==> src/rtl/gpio_cfg_pkg.sv <==
// Shared constants for the per-pad GPIO configuration register.
// Field indices locate each pad control inside the committed configuration word.
package gpio_cfg_pkg;

    localparam int GPIO_CFG_WIDTH = 10;

    localparam int CFG_MGMT_ENA      = 0;
    localparam int CFG_OUTENB        = 1;
    localparam int CFG_HOLDOVER      = 2;
    localparam int CFG_INP_DIS       = 3;
    localparam int CFG_PULLUP        = 4;
    localparam int CFG_PULLDOWN      = 5;
    localparam int CFG_SCHMITT_SEL   = 6;
    localparam int CFG_SLEW_SEL      = 7;
    localparam int CFG_DRIVE_SEL_LSB = 8;

    typedef enum logic {
        INIT = 1'b0,
        RUN  = 1'b1
    } state_t;

endpackage

==> src/rtl/gpio_config_shreg_if.sv <==
// Serial configuration chain bus for one pad.
// The pad register is the slave; housekeeping or the previous pad is the master.
interface gpio_config_shreg_if #(
    parameter int WIDTH = gpio_cfg_pkg::GPIO_CFG_WIDTH
);
    logic [WIDTH-1:0] gpio_defaults;
    logic             serial_data_in;
    logic             serial_shift;
    logic             serial_load;
    logic             defaults_reload;
    logic             serial_data_out;
    logic [WIDTH-1:0] gpio_config;
    logic             mgmt_ena;
    logic             gpio_outenb;
    logic             cfg_valid;
    logic             cfg_short;

    modport slave (
        input  gpio_defaults, serial_data_in, serial_shift, serial_load, defaults_reload,
        output serial_data_out, gpio_config, mgmt_ena, gpio_outenb, cfg_valid, cfg_short
    );

    modport master (
        output gpio_defaults, serial_data_in, serial_shift, serial_load, defaults_reload,
        input  serial_data_out, gpio_config, mgmt_ena, gpio_outenb, cfg_valid, cfg_short
    );
endinterface

==> src/rtl/gpio_config_shreg.sv <==
// Purpose: per-pad config register, captures tie-cell defaults then accepts serial shift/load.
// Latency: config valid 1 clock after reset release; load/reload commit on the next edge.
// Backpressure: none, every shift/load/reload strobe is consumed on the cycle it is seen.
module gpio_config_shreg
    import gpio_cfg_pkg::*;
#(
    parameter int WIDTH = GPIO_CFG_WIDTH,
    parameter int CNT_W = $clog2(WIDTH + 1)
) (
    input  logic                    serial_clock,
    input  logic                    resetn,
    gpio_config_shreg_if.slave      cfg_bus
);

    state_t             state, state_nxt;
    logic [WIDTH-1:0]   shreg, shreg_nxt;
    logic [WIDTH-1:0]   cfg, cfg_nxt;
    logic [CNT_W-1:0]   cnt, cnt_nxt;
    logic               vld, vld_nxt;
    logic               short, short_nxt;

    always_ff @(posedge serial_clock or negedge resetn) begin
        if (!resetn) begin
            state <= INIT;
            shreg <= '0;
            cfg   <= '0;
            cnt   <= '0;
            vld   <= 1'b0;
            short <= 1'b0;
        end else begin
            state <= state_nxt;
            shreg <= shreg_nxt;
            cfg   <= cfg_nxt;
            cnt   <= cnt_nxt;
            vld   <= vld_nxt;
            short <= short_nxt;
        end
    end

    always_comb begin
        state_nxt = state;
        shreg_nxt = shreg;
        cfg_nxt   = cfg;
        cnt_nxt   = cnt;
        vld_nxt   = vld;
        short_nxt = short;
        unique case (state)
            INIT: begin
                shreg_nxt = cfg_bus.gpio_defaults;
                cfg_nxt   = cfg_bus.gpio_defaults;
                cnt_nxt   = '0;
                vld_nxt   = 1'b1;
                state_nxt = RUN;
            end
            RUN: begin
                if (cfg_bus.defaults_reload) begin
                    shreg_nxt = cfg_bus.gpio_defaults;
                    cfg_nxt   = cfg_bus.gpio_defaults;
                    cnt_nxt   = '0;
                    short_nxt = 1'b0;
                end else begin
                    // A load commits the pre-shift contents; a coincident shift counts as bit one.
                    if (cfg_bus.serial_load) begin
                        cfg_nxt   = shreg;
                        cnt_nxt   = '0;
                        short_nxt = short | (cnt < CNT_W'(WIDTH));
                    end
                    if (cfg_bus.serial_shift) begin
                        shreg_nxt = {shreg[WIDTH-2:0], cfg_bus.serial_data_in};
                        if (cfg_bus.serial_load)
                            cnt_nxt = CNT_W'(1);
                        else if (cnt != CNT_W'(WIDTH))
                            cnt_nxt = cnt + CNT_W'(1);
                    end
                end
            end
        endcase
    end

    assign cfg_bus.serial_data_out = shreg[WIDTH-1];
    assign cfg_bus.gpio_config     = cfg;
    assign cfg_bus.mgmt_ena        = cfg[CFG_MGMT_ENA];
    assign cfg_bus.gpio_outenb     = cfg[CFG_OUTENB];
    assign cfg_bus.cfg_valid       = vld;
    assign cfg_bus.cfg_short       = short;

endmodule

==> src/flat_wrapper.sv <==
// flat-port wrapper written by rule: the top's interface ports become plain ports
module gpio_config_shreg_flat import gpio_cfg_pkg::*;
#(
    parameter int WIDTH = GPIO_CFG_WIDTH,
    parameter int CNT_W = $clog2(WIDTH + 1)
)
  (serial_clock, resetn, cfg_bus_gpio_defaults, cfg_bus_serial_data_in, cfg_bus_serial_shift, cfg_bus_serial_load, cfg_bus_defaults_reload, cfg_bus_serial_data_out, cfg_bus_gpio_config, cfg_bus_mgmt_ena, cfg_bus_gpio_outenb, cfg_bus_cfg_valid, cfg_bus_cfg_short);
  gpio_config_shreg_if #(.WIDTH(WIDTH)) cfg_bus_i ();
  input  logic serial_clock;
  input  logic resetn;
  input wire logic [$bits(cfg_bus_i.gpio_defaults)-1:0] cfg_bus_gpio_defaults;
  input wire logic [$bits(cfg_bus_i.serial_data_in)-1:0] cfg_bus_serial_data_in;
  input wire logic [$bits(cfg_bus_i.serial_shift)-1:0] cfg_bus_serial_shift;
  input wire logic [$bits(cfg_bus_i.serial_load)-1:0] cfg_bus_serial_load;
  input wire logic [$bits(cfg_bus_i.defaults_reload)-1:0] cfg_bus_defaults_reload;
  output wire logic [$bits(cfg_bus_i.serial_data_out)-1:0] cfg_bus_serial_data_out;
  output wire logic [$bits(cfg_bus_i.gpio_config)-1:0] cfg_bus_gpio_config;
  output wire logic [$bits(cfg_bus_i.mgmt_ena)-1:0] cfg_bus_mgmt_ena;
  output wire logic [$bits(cfg_bus_i.gpio_outenb)-1:0] cfg_bus_gpio_outenb;
  output wire logic [$bits(cfg_bus_i.cfg_valid)-1:0] cfg_bus_cfg_valid;
  output wire logic [$bits(cfg_bus_i.cfg_short)-1:0] cfg_bus_cfg_short;
  assign cfg_bus_i.gpio_defaults = cfg_bus_gpio_defaults;
  assign cfg_bus_i.serial_data_in = cfg_bus_serial_data_in;
  assign cfg_bus_i.serial_shift = cfg_bus_serial_shift;
  assign cfg_bus_i.serial_load = cfg_bus_serial_load;
  assign cfg_bus_i.defaults_reload = cfg_bus_defaults_reload;
  assign cfg_bus_serial_data_out = cfg_bus_i.serial_data_out;
  assign cfg_bus_gpio_config = cfg_bus_i.gpio_config;
  assign cfg_bus_mgmt_ena = cfg_bus_i.mgmt_ena;
  assign cfg_bus_gpio_outenb = cfg_bus_i.gpio_outenb;
  assign cfg_bus_cfg_valid = cfg_bus_i.cfg_valid;
  assign cfg_bus_cfg_short = cfg_bus_i.cfg_short;
  gpio_config_shreg #(.WIDTH(WIDTH), .CNT_W(CNT_W)) u_core (.serial_clock(serial_clock), .resetn(resetn), .cfg_bus(cfg_bus_i));
endmodule
==> config.mk <==
export PLATFORM = sky130hd
export DESIGN_NAME = gpio_config_shreg_flat
export DESIGN_NICKNAME = d
export VERILOG_FILES = /design/src/rtl/gpio_cfg_pkg.sv /design/src/rtl/gpio_config_shreg_if.sv /design/src/rtl/gpio_config_shreg.sv /design/src/flat_wrapper.sv
export SDC_FILE = /design/constraint.sdc
export NUM_CORES = 1
export LEC_CHECK = 0
export CORE_AREA = 10 10 55 78
export CTS_CLUSTER_SIZE = 30
export DETAILED_ROUTE_END_ITERATION = 8
export DIE_AREA = 0 0 65 88
export GPL_TIMING_DRIVEN = 0
export MAX_ROUTING_LAYER = met4
export PLACE_DENSITY = 0.68
export SETUP_SLACK_MARGIN = 0.5
export SLEW_MARGIN = 20
export SYNTH_ARGS = -nofsm -noshare
export SYNTH_HDL_FRONTEND = slang
export SYNTH_SLANG_ARGS = --single-unit
==> constraint.sdc <==
create_clock -name serial_clock -period 1.7 [get_ports serial_clock]
set_clock_uncertainty 0.2 [all_clocks]
set_input_delay 0.34 -clock serial_clock [delete_from_list [all_inputs] [get_ports serial_clock]]
set_output_delay 0.34 -clock serial_clock [all_outputs]
set_load 0.05 [all_outputs]
==> results of run 1 <==
==> placed cells by master (no fill, tap or decap), types with 2 or more instances in the layout <==
master / instances
buf_2: 3
clkdlybuf4s50_1: 11
dlygate4sd2_1: 2
nand2b_1: 2
a21oi_1: 11
buf_8: 4
clkbuf_8: 3
buf_6: 19
nor2_4: 10
buf_4: 6
mux2i_1: 20
buf_16: 2
dfrtp_1: 25
dfrtp_2: 2
buf_12: 2
a21oi_2: 12
==> worst max-delay path, cell delays in order (launching register included) <==
cell and delay, ns:
dfrtp_2 0.44, buf_8 0.12, buf_8 0.14
==> routing by layer <==
layer / GRT usage (%) / vias up
li1: - / 477
met1: 14.1 / 506
met2: 21.1 / 23
met3: 2.69 / 5
met4: 5.27 / 0
met5: - / -
==> power by group through the flow <==
stage / clock [mW] / sequential (mW) / combinational (mW)
after floorplan: 0 / 0.822 / 0.136
after global placement: 0 / 0.735 / 0.358
after detailed placement: 0 / 0.736 / 0.362
after CTS: 0.376 / 0.729 / 0.454
after global routing: 0.393 / 0.736 / 0.488
final: 0.365 / 0.729 / 0.458
==> cell type report <==
| class | count | area (sq um) | area share, % |
|---|---|---|---|
| Tap cell | 39 | 48.8 | 2.45 |
| Clock inverter | 1 | 5.00 | 0.251 |
| Sequential cell | 27 | 678 | 34.0 |
| Clock buffer | 3 | 41.3 | 2.07 |
| Multi-Input combinational cell | 75 | 658 | 33.0 |
| Buffer | 8 | 100 | 5.03 |
| Timing Repair Buffer | 41 | 457 | 22.9 |
| Inverter | 1 | 3.75 | 0.188 |
==> per-stage QoR <==
stage | area (sq um) | setup TNS [ns]
global route | 1990 | 0
floorplan | 1300 | 0
detailed placement | 1630 | -0.999
finish | 1990 | 0
global placement | 1640 | -8.78
CTS | 1960 | 0
==> worst min path at each step <==
stage / startpoint / end / slack [ns] / depth (start not counted)
5_1_grt: resetn / u_core.cfg_bus.gpio_config[9]$_DFFE_PN0P_ / -0.1 / 1
3_3_place_gp: u_core.cfg_bus.cfg_valid$_DFFE_PN0N_ / u_core.cfg_bus.cfg_valid$_DFFE_PN0N_ / 0.25 / 1
3_5_place_dp: resetn / u_core.cfg_bus.gpio_config[2]$_DFFE_PN0P_ / 0.19 / 1
6_report: resetn / u_core.shreg[3]$_DFFE_PN0P_ / -0.14 / 1
4_1_cts: resetn / u_core.cnt[2]$_DFF_PN0_ / -0.11 / 1
2_1_floorplan: resetn / u_core.cfg_bus.cfg_short$_DFFE_PN0P_ / -0.16 / 0
==> logic make-up after synthesis <==
kind of cell | after synthesis | share of synthesized area [%]
muxes | 20 | 15.9
adders and majority gates | 2 | 1.99
and+or+nand+nor | 22 | 9.16
AOI/OAI and AO/OA | 29 | 12.8
other | 1 | 0.299
xor gates and xnor gates | 1 | 0.697
DFF | 27 | 53.8
buffers and inverters | 9 | 5.28
==> synthesized netlist by cell type (all sizes together) <==
cell / count
dfrtp: 27
a21oi: 23
mux2i: 20
nor2: 11
buf: 8
nand2: 3
nand2b: 3
ha: 2
a211oi: 1
a21boi: 1
a21o: 1
a31oi: 1
and2: 1
and2b: 1
conb: 1
inv: 1
nand3b: 1
nand4: 1
o21ai: 1
o311ai: 1
or3b: 1
xor2: 1
==> registers in the layout, indices dropped and copies added, names as in the netlist <==
| signal | count |
|---|---|
| u_core.state | 1 |
| u_core.cfg_bus.cfg_valid | 1 |
| u_core.shreg | 10 |
| u_core.cfg_bus.gpio_config | 10 |
| u_core.cfg_bus.cfg_short | 1 |
| u_core.cnt | 4 |
==> what timing repair did <==
item / CTS / global route
endpoints found under the hold margin: 27 / 27
resized for setup: 144 / 6
setup buffers: 7 / 2
endpoints found under the setup margin: 40 / 40
pin swaps: 2 / 3
cloned: 3 / 0
==> results.tsv, run 1 <==
stage	metric	value	unit
power	Int Power	1.06	mW
drt	drt first-iter violations	37	
synthesis	Yosys cell types	26	
drt	final wirelength	3260	um
synthesis	cell area after synthesis	0.00126	sq mm
drt	WL per Instance	16.7	um
setup_path	r2r worst-path depth	5	
sta	# setup viols final	0	
placed_design	port bufs	29	
sta	Relative slew margins	59.5	%
sta	WHS	-0.137	ns
synthesis	Synth Warn #	0	
setup_path	arrival time at the worst endpoint	0.97	ns
clock_tree	CTS Sinks	27	
grt	largest net degree at the start of global routing	28	
synthesis	#FFs+latches synth	27	
layout	layout cells sized above 1	46.8	%
synthesis	Mean Syn Cell Area	11.3	sq um
synthesis	Yosys top cell area share	53.8	%
drt	Vias	1011	
setup_path	CP Launch Point	u_core.cfg_bus.gpio_config[1]$_DFFE_PN0P_	
drt	drt first pass iters	4	
grt	first-pass GRT wire length	5480	um
clock_tree	CTS root buf	clkbuf_8	
sta	RSZ-0062 raised after global routing	yes	
placed_design	Placed Instances	179	
drt	DR top layer	met4	
clock_tree	clock buffer depth	2	
setup_path	R2R Path Start	u_core.cnt[0]$_DFF_PN0_	
clock_tree	CTS tree	done	
power	Total Power	1.55	mW
sta	Final Hold Vio Count	27	
sta	fmax	663	MHz
power	Net Sw Frac	31.4	%
setup_path	Setup crit end	cfg_bus_gpio_config[1]	
hold_path	Worst Hold Class	in -> async	
grt	vias in the first global route	1099	
clock_tree	worst skew pair latency	0.28	ns
setup_path	worst setup path class	reg -> out	
floorplan	initial core utilization	43.1	%
setup_path	crit-path max FO	3	
layout	final cell count without fillers	195	
drt	Metal-1 WL	1320	um
floorplan	die footprint	0.00572	sq mm
sta	fin. max-slew vios	0	
layout	Final Util	68.4	%
placed_design	GP Congestion	0.723	
setup_path	r2r setup slk	0.21	ns
status	failing checks	negative hold slack	
clock_tree	register clock-pin slew on the reported worst setup and hold paths	0.09	ns
floorplan	num rows	24	
floorplan	chip width	65	um
power	PD cells	779	mW/mm^2
power	Leak	0.873	nW
synthesis	Post-Synthesis Cells	111	
drt	vias per std cell	5.18	
synthesis	Synthesized Nets	129	
power	Sw Pwr	487	uW
clock_tree	htree depth	1	
sta	Final WS setup	0.192	ns
layout	Final nets	175	
flow_run	max-cap check violation count	0	
setup_path	CP endpoint kind	primary output	
status	outcome	finished with violations	
power	worst ir drop on vdd	0.675	mV
drt	antenna viol nets, final	0	
drt	wire length on met3	120	um
setup_path	Worst Path Required	1.16	ns
placed_design	hpwl dp	2140	um
synthesis	Synth area leaders	dfrtp_1 (54%), mux2i_1 (16%), a21oi_1 (8.8%), nor2_1 (3.3%), buf_4 (2.4%)	
synthesis	sequential share of the synthesized area	53.8	%
grt	GRT Total Usage	12.6	%
sta	Worst-Margin Slew	0.608	ns
drt	drt drc	0	
floorplan	core area	0.00291	sq mm
grt	initial antenna violation count	0	
grt	GRT overflow	0	
floorplan	I/O pin cnt	31	
setup_path	Startpoint Class	flop	
sta	Min Clock Period, post-route	1.51	ns
drt	DR WL met2	1760	um
clock_tree	total CTS buffers	3	
layout	Area Growth Syn to Fin	58.6	%
power	combinational share of power	29.5	%
floorplan	DIE HEIGHT	88	um
power	Clk pwr share	23.5	%
layout	FILL cells	225	
placed_design	Setup WS pre-CTS	-0.0971	ns
setup_path	r2r endpoint	u_core.cnt[2]$_DFF_PN0_	
power	sequential share of power	47.0	%
synthesis	area leader, netlist	dfrtp_1	
sta	final period utilization	88.7	%
layout	ant diodes	0	
No activity file was read; power rests on OpenSTA's default activity.
==> run 2: changes to the inputs <==
Settings changed: MAX_ROUTING_LAYER met4 to not set.
==> results.tsv, run 2 (same netlist as run 1, synthesis figures left out) <==
stage	metric	value	unit
setup_path	Worst Path Required	1.16	ns
clock_tree	CTS tree	done	
sta	Worst-Margin Slew	0.609	ns
drt	drt drc	0	
placed_design	Placed Instances	179	
layout	Finished Cell Area	0.00199	sq mm
floorplan	chip width	65	um
floorplan	DIE HEIGHT	88	um
sta	setup TNS	0	ns
drt	vias per std cell	5.17	
clock_tree	worst skew pair latency	0.28	ns
setup_path	worst setup path class	reg -> out	
setup_path	CP endpoint kind	primary output	
status	failing checks	negative hold slack	
placed_design	port bufs	29	
clock_tree	htree depth	1	
power	PD cells	779	mW/mm^2
sta	Min Clock Period, post-route	1.51	ns
hold_path	Worst Hold Class	in -> async	
floorplan	core area	0.00291	sq mm
placed_design	hpwl dp	2140	um
floorplan	initial core utilization	43.1	%
sta	WHS	-0.135	ns
layout	layout cells sized above 1	46.8	%
floorplan	num rows	24	
sta	# setup viols final	0	
flow_run	max-cap check violation count	0	
clock_tree	CTS Sinks	27	
sta	fin. max-slew vios	0	
setup_path	crit-path max FO	3	
clock_tree	total CTS buffers	3	
placed_design	placed cell area	0.00163	sq mm
clock_tree	clock buffer depth	2	
grt	largest net degree at the start of global routing	28	
clock_tree	CTS root buf	clkbuf_8	
setup_path	arrival time at the worst endpoint	0.97	ns
sta	fmax	664	MHz
setup_path	Startpoint Class	flop	
drt	final wirelength	3290	um
floorplan	I/O pin cnt	31	
setup_path	CP cell instances	buf_8, buf_8	
setup_path	biggest cell delay along the critical path	0.44	ns
layout	most frequent cells in the layout	dfrtp_1 (25), mux2i_1 (20), buf_6 (19)	
drt	drt first-iter violations	22	
grt	vias in the first global route	1093	
sta	RSZ-0062 raised after global routing	yes	
grt	GRT overflow	0	
layout	Area Growth Syn to Fin	58.6	%
setup_path	CP most frequent cell	buf_8	
layout	Final nets	175	
status	outcome	finished with violations	
drt	drt first pass iters	3	
power	Leak	0.873	nW
floorplan	die footprint	0.00572	sq mm
grt	initial antenna violation count	0	
layout	final cell count without fillers	195	
setup_path	Slowest cell on crit path	dfrtp_2	
layout	Final Util	68.4	%
sta	Relative slew margins	59.4	%
clock_tree	register clock-pin slew on the reported worst setup and hold paths	0.09	ns
layout	FILL cells	225	
layout	most common cell after layout, fill and taps aside	dfrtp_1	
drt	Vias	1008	
grt	GRT Total Usage	12.2	%
drt	WL per Instance	16.9	um
sta	final period utilization	88.6	%
drt	antenna viol nets, final	0	
grt	first-pass GRT wire length	5510	um
setup_path	r2r worst-path depth	5	
placed_design	GP Congestion	0.714	
sta	Final Hold Vio Count	27	
power	worst ir drop on vdd	0.677	mV
layout	ant diodes	0	
## run 2: cell counts in the layout (fill, tap and decap cells not counted)
No cell type changed its count.
## run 2: layout make-up
cell class / instances / area [sq um] / area share (%)
sequential: 27 / 678 / 34.0
multi-input combinational: 75 / 658 / 33.0
timing repair buffer: 41 / 457 / 22.9
buffer: 8 / 100 / 5.03
tap: 39 / 48.8 / 2.45
clock buffer: 3 / 41.3 / 2.07
clock inverter: 1 / 5.00 / 0.251
inverter: 1 / 3.75 / 0.188
## run 2: stage by stage
stage | worst slack [ns] | hold WS [ns] | total power [mW]
after floorplan | 0.329 | -0.156 | 0.959
after global placement | -0.379 | 0.252 | 1.09
after detailed placement | -0.0971 | 0.188 | 1.10
after CTS | 0.185 | -0.115 | 1.56
after global routing | 0.161 | -0.0994 | 1.62
final | 0.194 | -0.135 | 1.55
## run 2: metal layers
metal / global-route usage (%) / part of all wire [%] / vias up
met2: 21.0 / 54 / 21
met5: 0 / 0 / -
li1: - / - / 476
met1: 14.0 / 40 / 507
met4: 5.27 / 1.0 / 0
met3: 3.07 / 4.2 / 4
## run 2: worst paths after layout
path                                                      startpoint                                         to  slack, ns
setup / recovery           u_core.cfg_bus.gpio_config[1]$_DFFE_PN0P_                     cfg_bus_gpio_config[1]       0.19
hold / removal                                                resetn                    u_core.cnt[2]$_DFF_PN0_      -0.13
setup reg to reg                             u_core.cnt[0]$_DFF_PN0_                    u_core.cnt[2]$_DFF_PN0_       0.21
hold reg to reg                 u_core.cfg_bus.cfg_valid$_DFFE_PN0N_       u_core.cfg_bus.cfg_valid$_DFFE_PN0N_       0.30
max in group asynchronous                                     resetn  u_core.cfg_bus.gpio_config[0]$_DFFE_PN0P_       1.00
min in group serial_clock                    cfg_bus_defaults_reload       u_core.cfg_bus.cfg_short$_DFFE_PN0P_       0.16
## run 2: report_power, final
part / leakage [nW] / total [mW] / switching (mW) / internal [mW]
clock: 0.0255 / 0.364 / 0.199 / 0.164
combinational: 0.535 / 0.459 / 0.249 / 0.210
sequential: 0.313 / 0.729 / 0.0390 / 0.690
total: 0.873 / 1.55 / 0.487 / 1.06
## run 2: critical path, delay by kind of cell (launching register included)
| kind | cells | cell delay [ns] |
|---|---|---|
| buffers and inverters | 2 | 0.26 |
| flip-flops | 1 | 0.44 |
## run 2: repair_timing
item | CTS | global route
pin swaps | 2 | 3
setup buffers | 7 | 2
setup endpoints to repair | 40 | 40
resized for setup | 144 | 6
cloned | 3 | 0
endpoints found under the hold margin | 27 | 27
